**src/rtl/memory_stage.sv**
```systemverilog
// MEM stage of the 5-stage RV32I pipeline: issues loads/stores on a req/ready bus,
// stalls upstream while an access is outstanding, and registers the EX/MEM-to-WB fields.
module memory_stage #(
    parameter int TIMEOUT_CYCLES = 16
) (
    input  logic        clk,
    input  logic        rst,
    input  logic        ex_valid,
    input  logic [4:0]  ex_rd,
    input  logic        ex_regwrite,
    input  logic        ex_memread,
    input  logic        ex_memwrite,
    input  logic        ex_memtoreg,
    input  logic        ex_jal,
    input  logic [2:0]  ex_funct3,
    input  logic [31:0] ex_alu_result,
    input  logic [31:0] ex_store_data,
    input  logic [31:0] ex_pc_plus4,
    output logic        stall,
    output logic        dmem_req,
    output logic        dmem_we,
    output logic [31:0] dmem_addr,
    output logic [31:0] dmem_wdata,
    output logic [3:0]  dmem_wstrb,
    input  logic        dmem_ready,
    input  logic [31:0] dmem_rdata,
    output logic [4:0]  rd_m,
    output logic        regwrite_m,
    output logic        memtoreg_m,
    output logic        jal_m,
    output logic [31:0] pc_plus4_m,
    output logic [31:0] alu_result_m,
    output logic [31:0] read_data_m,
    output logic        mem_fault
);
    typedef enum logic {IDLE, BUSY} state_e;

    typedef struct packed {
        logic [4:0]  rd;
        logic        regwrite;
        logic        memtoreg;
        logic        jal;
        logic [31:0] pc_plus4;
        logic [31:0] alu_result;
        logic [31:0] read_data;
    } wb_t;

    localparam int CW = (TIMEOUT_CYCLES < 2) ? 1 : $clog2(TIMEOUT_CYCLES + 1);

    state_e        state_q, state_d;
    logic [CW-1:0] cnt_q, cnt_d;
    wb_t           cap_q, cap_d;
    wb_t           out_q, out_d;
    logic          we_q, we_d;
    logic [31:0]   wdata_q, wdata_d;
    logic [3:0]    wstrb_q, wstrb_d;
    logic [2:0]    funct3_q, funct3_d;
    logic          fault_q, fault_d;

    logic        mem_op, f3_ok, misaligned, fault, timeout_hit;
    logic [31:0] st_wdata, ld_data;
    logic [3:0]  st_wstrb;
    logic [7:0]  ld_byte;
    logic [15:0] ld_half;
    wb_t         ex_wb;

    // Access legality and store-lane formatting, decoded straight from EX.
    // NOTE: every signal written in an always_comb gets a default first, so no latch is inferred.
    always_comb begin
        mem_op     = ex_valid & (ex_memread | ex_memwrite);
        f3_ok      = ex_memwrite ? (ex_funct3 inside {3'b000, 3'b001, 3'b010})
                                 : (ex_funct3 inside {3'b000, 3'b001, 3'b010, 3'b100, 3'b101});
        misaligned = ((ex_funct3[1:0] == 2'b01) & ex_alu_result[0])
                   | ((ex_funct3[1:0] == 2'b10) & (|ex_alu_result[1:0]));
        fault      = mem_op & (~f3_ok | misaligned);

        st_wdata = ex_store_data;
        st_wstrb = 4'b1111;
        case (ex_funct3[1:0])
            2'b00: begin
                st_wdata = {4{ex_store_data[7:0]}};
                st_wstrb = 4'b0001 << ex_alu_result[1:0];
            end
            2'b01: begin
                st_wdata = {2{ex_store_data[15:0]}};
                st_wstrb = 4'b0011 << ex_alu_result[1:0];
            end
            default: ;
        endcase
        if (!ex_memwrite) begin
            st_wdata = '0;
            st_wstrb = '0;
        end
    end

    always_comb begin
        case (cap_q.alu_result[1:0])
            2'b00:   ld_byte = dmem_rdata[7:0];
            2'b01:   ld_byte = dmem_rdata[15:8];
            2'b10:   ld_byte = dmem_rdata[23:16];
            default: ld_byte = dmem_rdata[31:24];
        endcase
        ld_half = cap_q.alu_result[1] ? dmem_rdata[31:16] : dmem_rdata[15:0];
        case (funct3_q)
            3'b000:  ld_data = {{24{ld_byte[7]}}, ld_byte};
            3'b100:  ld_data = {24'd0, ld_byte};
            3'b001:  ld_data = {{16{ld_half[15]}}, ld_half};
            3'b101:  ld_data = {16'd0, ld_half};
            default: ld_data = dmem_rdata;
        endcase
    end

    // Abort fires in the BUSY cycle in which the wait count reaches TIMEOUT_CYCLES.
    assign timeout_hit = (state_q == BUSY) && !dmem_ready && (TIMEOUT_CYCLES != 0)
                      && (cnt_q == CW'(TIMEOUT_CYCLES - 1));

    always_comb begin
        ex_wb = '{rd: ex_rd, regwrite: ex_regwrite, memtoreg: ex_memtoreg, jal: ex_jal,
                  pc_plus4: ex_pc_plus4, alu_result: ex_alu_result, read_data: 32'd0};
        state_d  = state_q;
        cnt_d    = cnt_q;
        cap_d    = cap_q;
        out_d    = out_q;
        we_d     = we_q;
        wdata_d  = wdata_q;
        wstrb_d  = wstrb_q;
        funct3_d = funct3_q;
        fault_d  = 1'b0;
        stall    = 1'b0;
        case (state_q)
            IDLE: begin
                cnt_d = '0;
                out_d = ex_wb;
                if (!ex_valid) begin
                    out_d.rd       = '0;
                    out_d.regwrite = 1'b0;
                end else if (fault) begin
                    out_d.regwrite = 1'b0;
                    fault_d        = 1'b1;
                end else if (mem_op) begin
                    stall    = 1'b1;
                    state_d  = BUSY;
                    cap_d    = ex_wb;
                    we_d     = ex_memwrite;
                    wdata_d  = st_wdata;
                    wstrb_d  = st_wstrb;
                    funct3_d = ex_funct3;
                    out_d    = '0;
                end
            end
            BUSY: begin
                stall = ~dmem_ready & ~timeout_hit;
                if (dmem_ready) begin
                    out_d           = cap_q;
                    out_d.read_data = we_q ? 32'd0 : ld_data;
                    state_d         = IDLE;
                    cnt_d           = '0;
                end else if (timeout_hit) begin
                    out_d          = cap_q;
                    out_d.regwrite = 1'b0;
                    fault_d        = 1'b1;
                    state_d        = IDLE;
                    cnt_d          = '0;
                end else begin
                    cnt_d = cnt_q + 1'b1;
                end
            end
            default: state_d = IDLE;
        endcase
    end

    // NOTE: sequential state uses non-blocking assignments so every register samples pre-edge values.
    always_ff @(posedge clk or posedge rst) begin
        if (rst) begin
            state_q  <= IDLE;
            cnt_q    <= '0;
            cap_q    <= '0;
            out_q    <= '0;
            we_q     <= 1'b0;
            wdata_q  <= '0;
            wstrb_q  <= '0;
            funct3_q <= '0;
            fault_q  <= 1'b0;
        end else begin
            state_q  <= state_d;
            cnt_q    <= cnt_d;
            cap_q    <= cap_d;
            out_q    <= out_d;
            we_q     <= we_d;
            wdata_q  <= wdata_d;
            wstrb_q  <= wstrb_d;
            funct3_q <= funct3_d;
            fault_q  <= fault_d;
        end
    end

    assign dmem_req   = (state_q == BUSY);
    assign dmem_we    = dmem_req & we_q;
    assign dmem_addr  = dmem_req ? {cap_q.alu_result[31:2], 2'b00} : 32'd0;
    assign dmem_wdata = dmem_req ? wdata_q : 32'd0;
    assign dmem_wstrb = dmem_req ? wstrb_q : 4'd0;

    assign rd_m         = out_q.rd;
    assign regwrite_m   = out_q.regwrite;
    assign memtoreg_m   = out_q.memtoreg;
    assign jal_m        = out_q.jal;
    assign pc_plus4_m   = out_q.pc_plus4;
    assign alu_result_m = out_q.alu_result;
    assign read_data_m  = out_q.read_data;
    assign mem_fault    = fault_q;
endmodule

```
**config.mk**
```make
export PLATFORM = sky130hd
export DESIGN_NAME = memory_stage
export DESIGN_NICKNAME = d
export VERILOG_FILES = /design/src/rtl/memory_stage.sv
export SDC_FILE = /design/constraint.sdc
export NUM_CORES = 1
export LEC_CHECK = 0
export CORE_MARGIN = 3
export CORE_UTILIZATION = 30
export CTS_CLUSTER_SIZE = 28
export DETAILED_ROUTE_END_ITERATION = 7
export GPL_ROUTABILITY_DRIVEN = 0
export GPL_TIMING_DRIVEN = 0
export SKIP_LAST_GASP = 1
export SYNTH_ARGS = -nofsm -noshare
export SYNTH_HDL_FRONTEND = slang
export SYNTH_SLANG_ARGS = --single-unit
```
**constraint.sdc**
```tcl
create_clock -name clk -period 16.85 [get_ports clk]
set_input_delay 1.685 -clock clk [delete_from_list [all_inputs] [get_ports clk]]
set_output_delay 1.685 -clock clk [all_outputs]
set_load 0.02 [all_outputs]
```
==> results of run 1 <==
==> final timing paths <==
kind,startpoint,endpoint,depth (start not counted)
worst max-delay path,ex_alu_result[0],stall,7
worst min-delay path,cnt_q[0],cnt_q[0],1
worst max register to register,cnt_q[0],alu_result_m[2],7
worst min register to register,cnt_q[0],cnt_q[0],1
max in group asynchronous,rst,cap_q[50],3
min in group asynchronous,rst,mem_fault,2
==> synthesized netlist by cell type (2+ instances only) <==
library cell    n
o22ai_1        69
nor3_1         68
a221o_1        20
nand2_1        56
buf_6           4
or2_2           3
buf_4           3
nor2b_1         5
a22o_1         10
mux2i_1        25
o21ai_0        46
o21a_1          2
mux2_2         42
a32o_1         17
and2_1         71
a22oi_1         6
buf_2          12
dfrtp_1       223
nand3_1         5
buf_1           4
a21oi_1        28
inv_1           5
nor2_1         95
clkbuf_1       55
and3_1          3
nand2b_1       11
mux2_4         39
==> metrics by stage <==
stage | util [%] | instance area (sq um)
after global placement | 41.7 | 14000
after floorplan | - | 10300
final | 44.3 | 14900
after global routing | 44.3 | 14900
after detailed placement | 41.8 | 14100
after CTS | 44.3 | 14900
==> worst max-delay path: stages <==
cell	delay, ns
clkdlybuf4s50_1	0.58
or4_4	0.66
a211o_1	0.36
buf_2	0.29
clkbuf_1	0.40
nand2_1	0.19
clkdlybuf4s50_1	0.62
==> report_power, final <==
part | internal (mW) | total [mW] | leakage (nW) | switching [mW]
Combinational | 0.230 | 0.460 | 3.18 | 0.229
Clock | 0.330 | 0.559 | 0.406 | 0.230
Sequential | 0.639 | 0.703 | 2.77 | 0.0637
==> registers in the layout (all words and copies together), names as in the netlist <==
register / cells
alu_result_m: 32
cap_q: 72
jal_m: 1
mem_fault: 1
funct3_q: 3
we_q: 1
wdata_q: 32
memtoreg_m: 1
read_data_m: 32
pc_plus4_m: 32
rd_m: 5
wstrb_q: 4
dmem_req: 1
regwrite_m: 1
cnt_q: 5
==> kinds of logic after synthesis <==
family | after synthesis
AO/OA/AOI/OAI | 207
flip-flops | 223
other | 1
XOR/XNOR | 2
multiplexers | 106
AND/OR/NAND/NOR | 324
adder cells (fa/ha/maj) | 1
buffers and inverters | 83
==> cell type report <==
cell class / count / area share (%)
Buffer: 78 / 2.34
Clock buffer: 37 / 5.12
Clock inverter: 8 / 0.537
Inverter: 5 / 0.176
Multi-Input combinational cell: 642 / 29.1
Sequential cell: 223 / 37.5
Tap cell: 448 / 3.76
Timing Repair Buffer: 319 / 21.5
==> layer usage <==
| metal | up-vias | part of all wire [%] | GRT usage, % |
|---|---|---|---|
| met5 | - | 0.036 | 0 |
| met4 | 2 | 1.6 | 3.64 |
| met3 | 44 | 8.5 | 5.50 |
| met2 | 313 | 46 | 31.0 |
| met1 | 4395 | 44 | 25.8 |
| li1 | 4088 | - | - |
==> results.ini, run 1 <==
[layout]
final_common_cell=clkdlybuf4s50_1
nNetsFinal=1441
syn2layout_area_growth_pct=45.0
antennaDiodeCount=0
ff_latch_area_sq_um=5580
fillers=3228
final_cell_mix=318 x clkdlybuf4s50_1, 223 x dfrtp_1, 95 x nor2_1
multi_input_area_sq_um=4330
final_layout_size_suffix_gt1_share_pct=11.2
final_cells=1760

[route]
viasPerCell=5.02
vias=8842
drc=0
first_iter_violations=380
ant_nets=0
routed_wl_microns=36300
wl_per_cell_microns=20.6
first_pass_iters=5

[timing]
fmax_mhz=155
rsz0062_at_grt=false
setup_viol=0
period_needed_ns=6.46
fin_setup_tns_ns=0
worstMarginPinSlew_ns=0.956
setup_slack_ns=10.39
fin_skew_ns=0.0148
relSlewSlack_pct=36.1
hold_viol=0
slew_viol_final=0
fin_crit_sh_pct=38.4
hold_ws_ns=0.462

[power_and_ir_drop]
power.total_mw=1.72
ir_drop_v=0.0000683
p_leak_nw=6.35
p_per_area_nw_per_um2=116

[setup_path]
end_kind=primary output
startpoint_type=input pin
worstPathMaxFanout=10
rrSetupSlack_ns=13.97
arrival_ns=4.78
cp.required_ns=15.16
critPathKind=in -> out

[synthesis]
yosysTopAreaCell=dfrtp_1
synth_area_leaders=dfrtp_1 54%, mux2_4 5.7%, mux2_2 4.6%, and2_1 4.3%, o22ai_1 4.2%
synth-simple-area-share_pct=15.3
syn_avg_cell_area_sq_um=10.8
synth_cells=947
yosysWarnings=0
synthAdderAreaFrac_pct=0.122
synthXorXnorAreaFrac_pct=0.170
ys.flop_type=dfrtp_1
ys_ff_latch=223
synth_edf_count=0
async_flop_share_pct=100
ys_seq_area_share_pct=54.3
synth_top_family_by_area=simple AND/OR/NAND/NOR gates
synth_top_area_share_pct=54.3
synth_compound_area_share_pct=13.7
synth_cell_type_count=47
synth_mux_area_share_pct=12.7
synth_area_sq_um=10300

[clocking]
cts_tree=yes
numCtsBuffers=26
insertion_delay_ns=0.53
cts_sinks=223
post_cts_buffers=0
clockBufferDepth=3
ctsResizeCount=0
clk_pin_slew_worst_paths_ns=0.06
root_buffer=clkbuf_16
hold_buffers=0
htreeDepth=1

[global_routing]
grt_pass1_wl_microns=55200
grt_pass1_vias=9210
overflow=0
grt_max_degree=123
antenna_found_initial=1
track_usage_pct=19.1

[die]
die_h_microns=191
start_util_pct=30.6
io_pins=321
die-area_sq_um=36500
die_w_microns=191
row_count=67
core_area_sq_um=33600

[job]
drv_cap=0

[hold_path]
holdCritPathClass=reg -> reg

[status]
status=completed

[placement]
port_buffers=318
hpwl_microns=26300
place_inst=1715
pre_cts_slack_ns=10.35

Note: power is estimated with default switching activity, not from simulation.
==> run 2, diff against run 1 <==
==> constraint.sdc (replaced) <==
create_clock -name clk -period 5.3 [get_ports clk]
set_input_delay 0.53 -clock clk [delete_from_list [all_inputs] [get_ports clk]]
set_output_delay 0.53 -clock clk [all_outputs]
set_load 0.02 [all_outputs]
==> results.ini, run 2 (synthesis results as in run 1) <==
[setup_path]
startpoint_type=input pin
arrival_ns=3.61
end_kind=primary output
timing.critical_path.mode_cell=clkdlybuf4s50_1
worstPathMaxFanout=10
path_buf_inv=4
crit_family=buffers and inverters
cp.required_ns=4.77
crit_chain=clkdlybuf4s50_1, or4_4, a211o_1, buf_2, clkbuf_1, nand2_1, clkdlybuf4s50_1
critPathKind=in -> out
slowest_delay_ns=0.65
cp_slowest_cell=or4_4

[power_and_ir_drop]
p_leak_nw=6.38
power.total_mw=5.45
ir_drop_v=0.000236
p_per_area_nw_per_um2=364

[global_routing]
overflow=0
grt_max_degree=40
grt_pass1_wl_microns=55800
grt_pass1_vias=9247
antenna_found_initial=5
track_usage_pct=19.4

[timing]
fin_skew_ns=0.0135
setup_viol=0
worstMarginPinSlew_ns=0.996
fmax_mhz=242
period_needed_ns=4.14
fin_setup_tns_ns=0
hold_ws_ns=0.394
relSlewSlack_pct=33.4
hold_viol=0
fin_crit_sh_pct=78.0
rsz0062_at_grt=false
slew_viol_final=0
setup_slack_ns=1.16

[clocking]
clockBufferDepth=3
htreeDepth=1
ctsResizeCount=0
root_buffer=clkbuf_16
post_cts_buffers=0
cts_sinks=223
numCtsBuffers=27
hold_buffers=0
cts_tree=yes
insertion_delay_ns=0.54
clk_pin_slew_worst_paths_ns=0.06

[die]
die_w_microns=191
die_h_microns=191
core_area_sq_um=33600
io_pins=321
start_util_pct=30.6
die-area_sq_um=36500
row_count=67

[hold_path]
holdCritPathClass=in -> async

[route]
viasPerCell=5.02
vias=8857
wl_per_cell_microns=20.6
routed_wl_microns=36300
drc=0
first_pass_iters=5
ant_nets=0
first_iter_violations=428

[layout]
multi_input_area_sq_um=4330
final_cell_mix=318 x clkdlybuf4s50_1, 223 x dfrtp_1, 95 x nor2_1
largest_register=cap_q
final_cells=1765
nNetsFinal=1447
ff_latch_area_sq_um=5580
fin_util_pct=44.5
fin_area_sq_um=15000
syn2layout_area_growth_pct=45.7
antennaDiodeCount=0
final_layout_size_suffix_gt1_share_pct=11.3
final_common_cell=clkdlybuf4s50_1
fillers=3224
largest_register_ffs=72

[status]
status=completed

[placement]
hpwl_microns=26700
place_inst=1720
pre_cts_slack_ns=1.14
dpl-instance-area_sq_um=14100
port_buffers=318

[job]
drv_cap=0

[run 2: cell type report]
class / instances / area share [%]
Inverter: 5 / 0.150
Clock buffer: 41 / 5.26
Sequential cell: 223 / 37.3
Multi-Input combinational cell: 642 / 28.9
Tap cell: 448 / 3.74
Clock inverter: 4 / 0.251
Buffer: 78 / 2.33
Timing Repair Buffer: 324 / 22.1
[run 2: per-layer routing]
layer / part of all wire [%] / wire length, microns / GRT usage (%)
met1: 43 / 15600 / 25.8
met2: 46 / 16600 / 30.9
met3: 8.6 / 3110 / 5.98
met4: 2.6 / 953 / 4.60
met5: 0.12 / 44 / 0
[run 2: final timing paths]
kind	cells after the start	slack (ns)	startpoint	to
worst max-delay path	7	1.16	ex_alu_result[0]	stall
worst min-delay path	2	0.39	rst	mem_fault
worst max register to register	7	2.45	cnt_q[0]	alu_result_m[6]
worst min register to register	1	0.47	cnt_q[0]	cnt_q[0]
max in group asynchronous	5	3.79	rst	cap_q[52]
min in group clk	1	0.47	cnt_q[0]	cnt_q[0]
[run 2: power breakdown]
part / leakage [nW] / internal, mW / switching [mW]
Combinational: 3.21 / 0.739 / 0.728
Clock: 0.403 / 1.02 / 0.730
Sequential: 2.77 / 2.03 / 0.201
==> run 3, diff against run 2 <==
==> constraint.sdc (replaced) <==
create_clock -name clk -period 3.37 [get_ports clk]
set_input_delay 0.337 -clock clk [delete_from_list [all_inputs] [get_ports clk]]
set_output_delay 0.337 -clock clk [all_outputs]
set_load 0.02 [all_outputs]
==> results.ini, run 3 (synthesis results as in run 1) <==
[route]
vias=8891
drc=0
ant_nets=0
first_iter_violations=455
viasPerCell=5.04
first_pass_iters=5
wl_per_cell_microns=20.5
routed_wl_microns=36100

[layout]
final_common_cell=clkdlybuf4s50_1
largest_register=cap_q
fin_area_sq_um=15000
syn2layout_area_growth_pct=45.8
final_cell_mix=318 x clkdlybuf4s50_1, 223 x dfrtp_1, 95 x nor2_1
fin_util_pct=44.5
antennaDiodeCount=0
nNetsFinal=1445
final_layout_size_suffix_gt1_share_pct=11.7
largest_register_ffs=72

[setup_path]
path_buf_inv=3
cp_slowest_cell=or4_4
slowest_delay_ns=0.65
startpoint=ex_alu_result[0]
critPathKind=in -> out
crit_chain=clkdlybuf4s50_1, or4_4, a211o_1, buf_4, nand2_1, clkdlybuf4s50_1
reg2reg_from=cnt_q[0]
timing.critical_path.mode_cell=clkdlybuf4s50_1
end_kind=primary output
crit_family=buffers and inverters
startpoint_type=input pin
rrSetupSlack_ns=0.54
cp.required_ns=3.03
arrival_ns=2.92
worstPathMaxFanout=19

[clocking]
insertion_delay_ns=0.54
cts_tree=yes
clk_pin_slew_worst_paths_ns=0.06
clockBufferDepth=3
htreeDepth=1
numCtsBuffers=27
hold_buffers=0
cts_sinks=223
root_buffer=clkbuf_16

[timing]
hold_viol=0
setup_viol=0
fin_setup_tns_ns=0
fmax_mhz=307
period_needed_ns=3.26
rsz0062_at_grt=false
fin_crit_sh_pct=96.7
worstMarginPinSlew_ns=1.01
relSlewSlack_pct=32.5
slew_viol_final=0
fin_skew_ns=0.0149

[status]
status=completed

[die]
row_count=67
die_w_microns=191
core_area_sq_um=33600
start_util_pct=30.6
die_h_microns=191
io_pins=321
die-area_sq_um=36500

[global_routing]
overflow=0
grt_max_degree=40
grt_pass1_vias=9233
antenna_found_initial=4
track_usage_pct=19.2
grt_pass1_wl_microns=55500

[power_and_ir_drop]
p_per_area_nw_per_um2=572
ir_drop_v=0.000370
power.total_mw=8.57
p_leak_nw=6.40

[hold_path]
holdCritPathClass=in -> async

[placement]
hpwl_microns=26700
dpl-instance-area_sq_um=14100
port_buffers=318

[job]
drv_cap=0

-- run 3: cell types whose count changed in the layout (fill, tap and decap cells not counted), sizes merged --
cell    delta
clkbuf     -2
-- run 3: layer usage --
| layer | GRT usage [%] | part of all wire [%] | vias to the layer above |
|---|---|---|---|
| li1 | - | - | 4092 |
| met1 | 25.6 | 43 | 4436 |
| met2 | 30.8 | 46 | 305 |
| met3 | 5.98 | 8.6 | 52 |
| met4 | 4.60 | 2.6 | 6 |
| met5 | 0 | 0.12 | - |
-- run 3: path summary, 6_finish.rpt --
path,depth (start not counted),endpoint
setup / recovery,6,stall
hold / removal,2,mem_fault
setup reg to reg,7,alu_result_m[6]
hold reg to reg,2,wdata_q[24]
max in group asynchronous,5,alu_result_m[20]
min in group clk,3,rd_m[2]
-- run 3: worst register-to-register path: stages (launching register included) --
cell and delay (ns):
dfrtp_1 0.40, ha_1 0.26, and4b_1 0.23, o21ai_0 0.51, clkbuf_1 0.52, clkbuf_1 0.54
nor2_1 0.08, nor3_1 0.21
-- run 3: cell type report --
cell class / instances / area (sq um)
Clock inverter: 4 / 37.5
Inverter: 5 / 22.5
Sequential cell: 223 / 5580
Fill cell: 3219 / 18600
Clock buffer: 41 / 788
Tap cell: 448 / 561
Timing Repair Buffer: 324 / 3300
Multi-Input combinational cell: 642 / 4330
Buffer: 76 / 353
-- run 3: where the power goes --
part | internal [mW] | leakage [nW] | switching (mW)
Sequential | 3.20 | 2.77 | 0.316
Combinational | 1.16 | 3.23 | 1.14
Clock | 1.60 | 0.403 | 1.15
-- run 3: what timing repair did --
item	4_1_cts	5_1_grt
buffers inserted	0	0
gates resized for setup	5	4
endpoints found under the setup margin	61	17
-- run 3: through the flow --
stage | worst slack, ns | hold slack (ns) | cells
after global routing | 0.00177 | 0.230 | 1763
after detailed placement | -0.400 | 0.460 | 1720
after floorplan | 0.123 | 0.433 | 948
after global placement | -1.82 | 0.449 | 1714
final | 0.111 | 0.201 | 1763
after CTS | 0.0130 | 0.191 | 1763
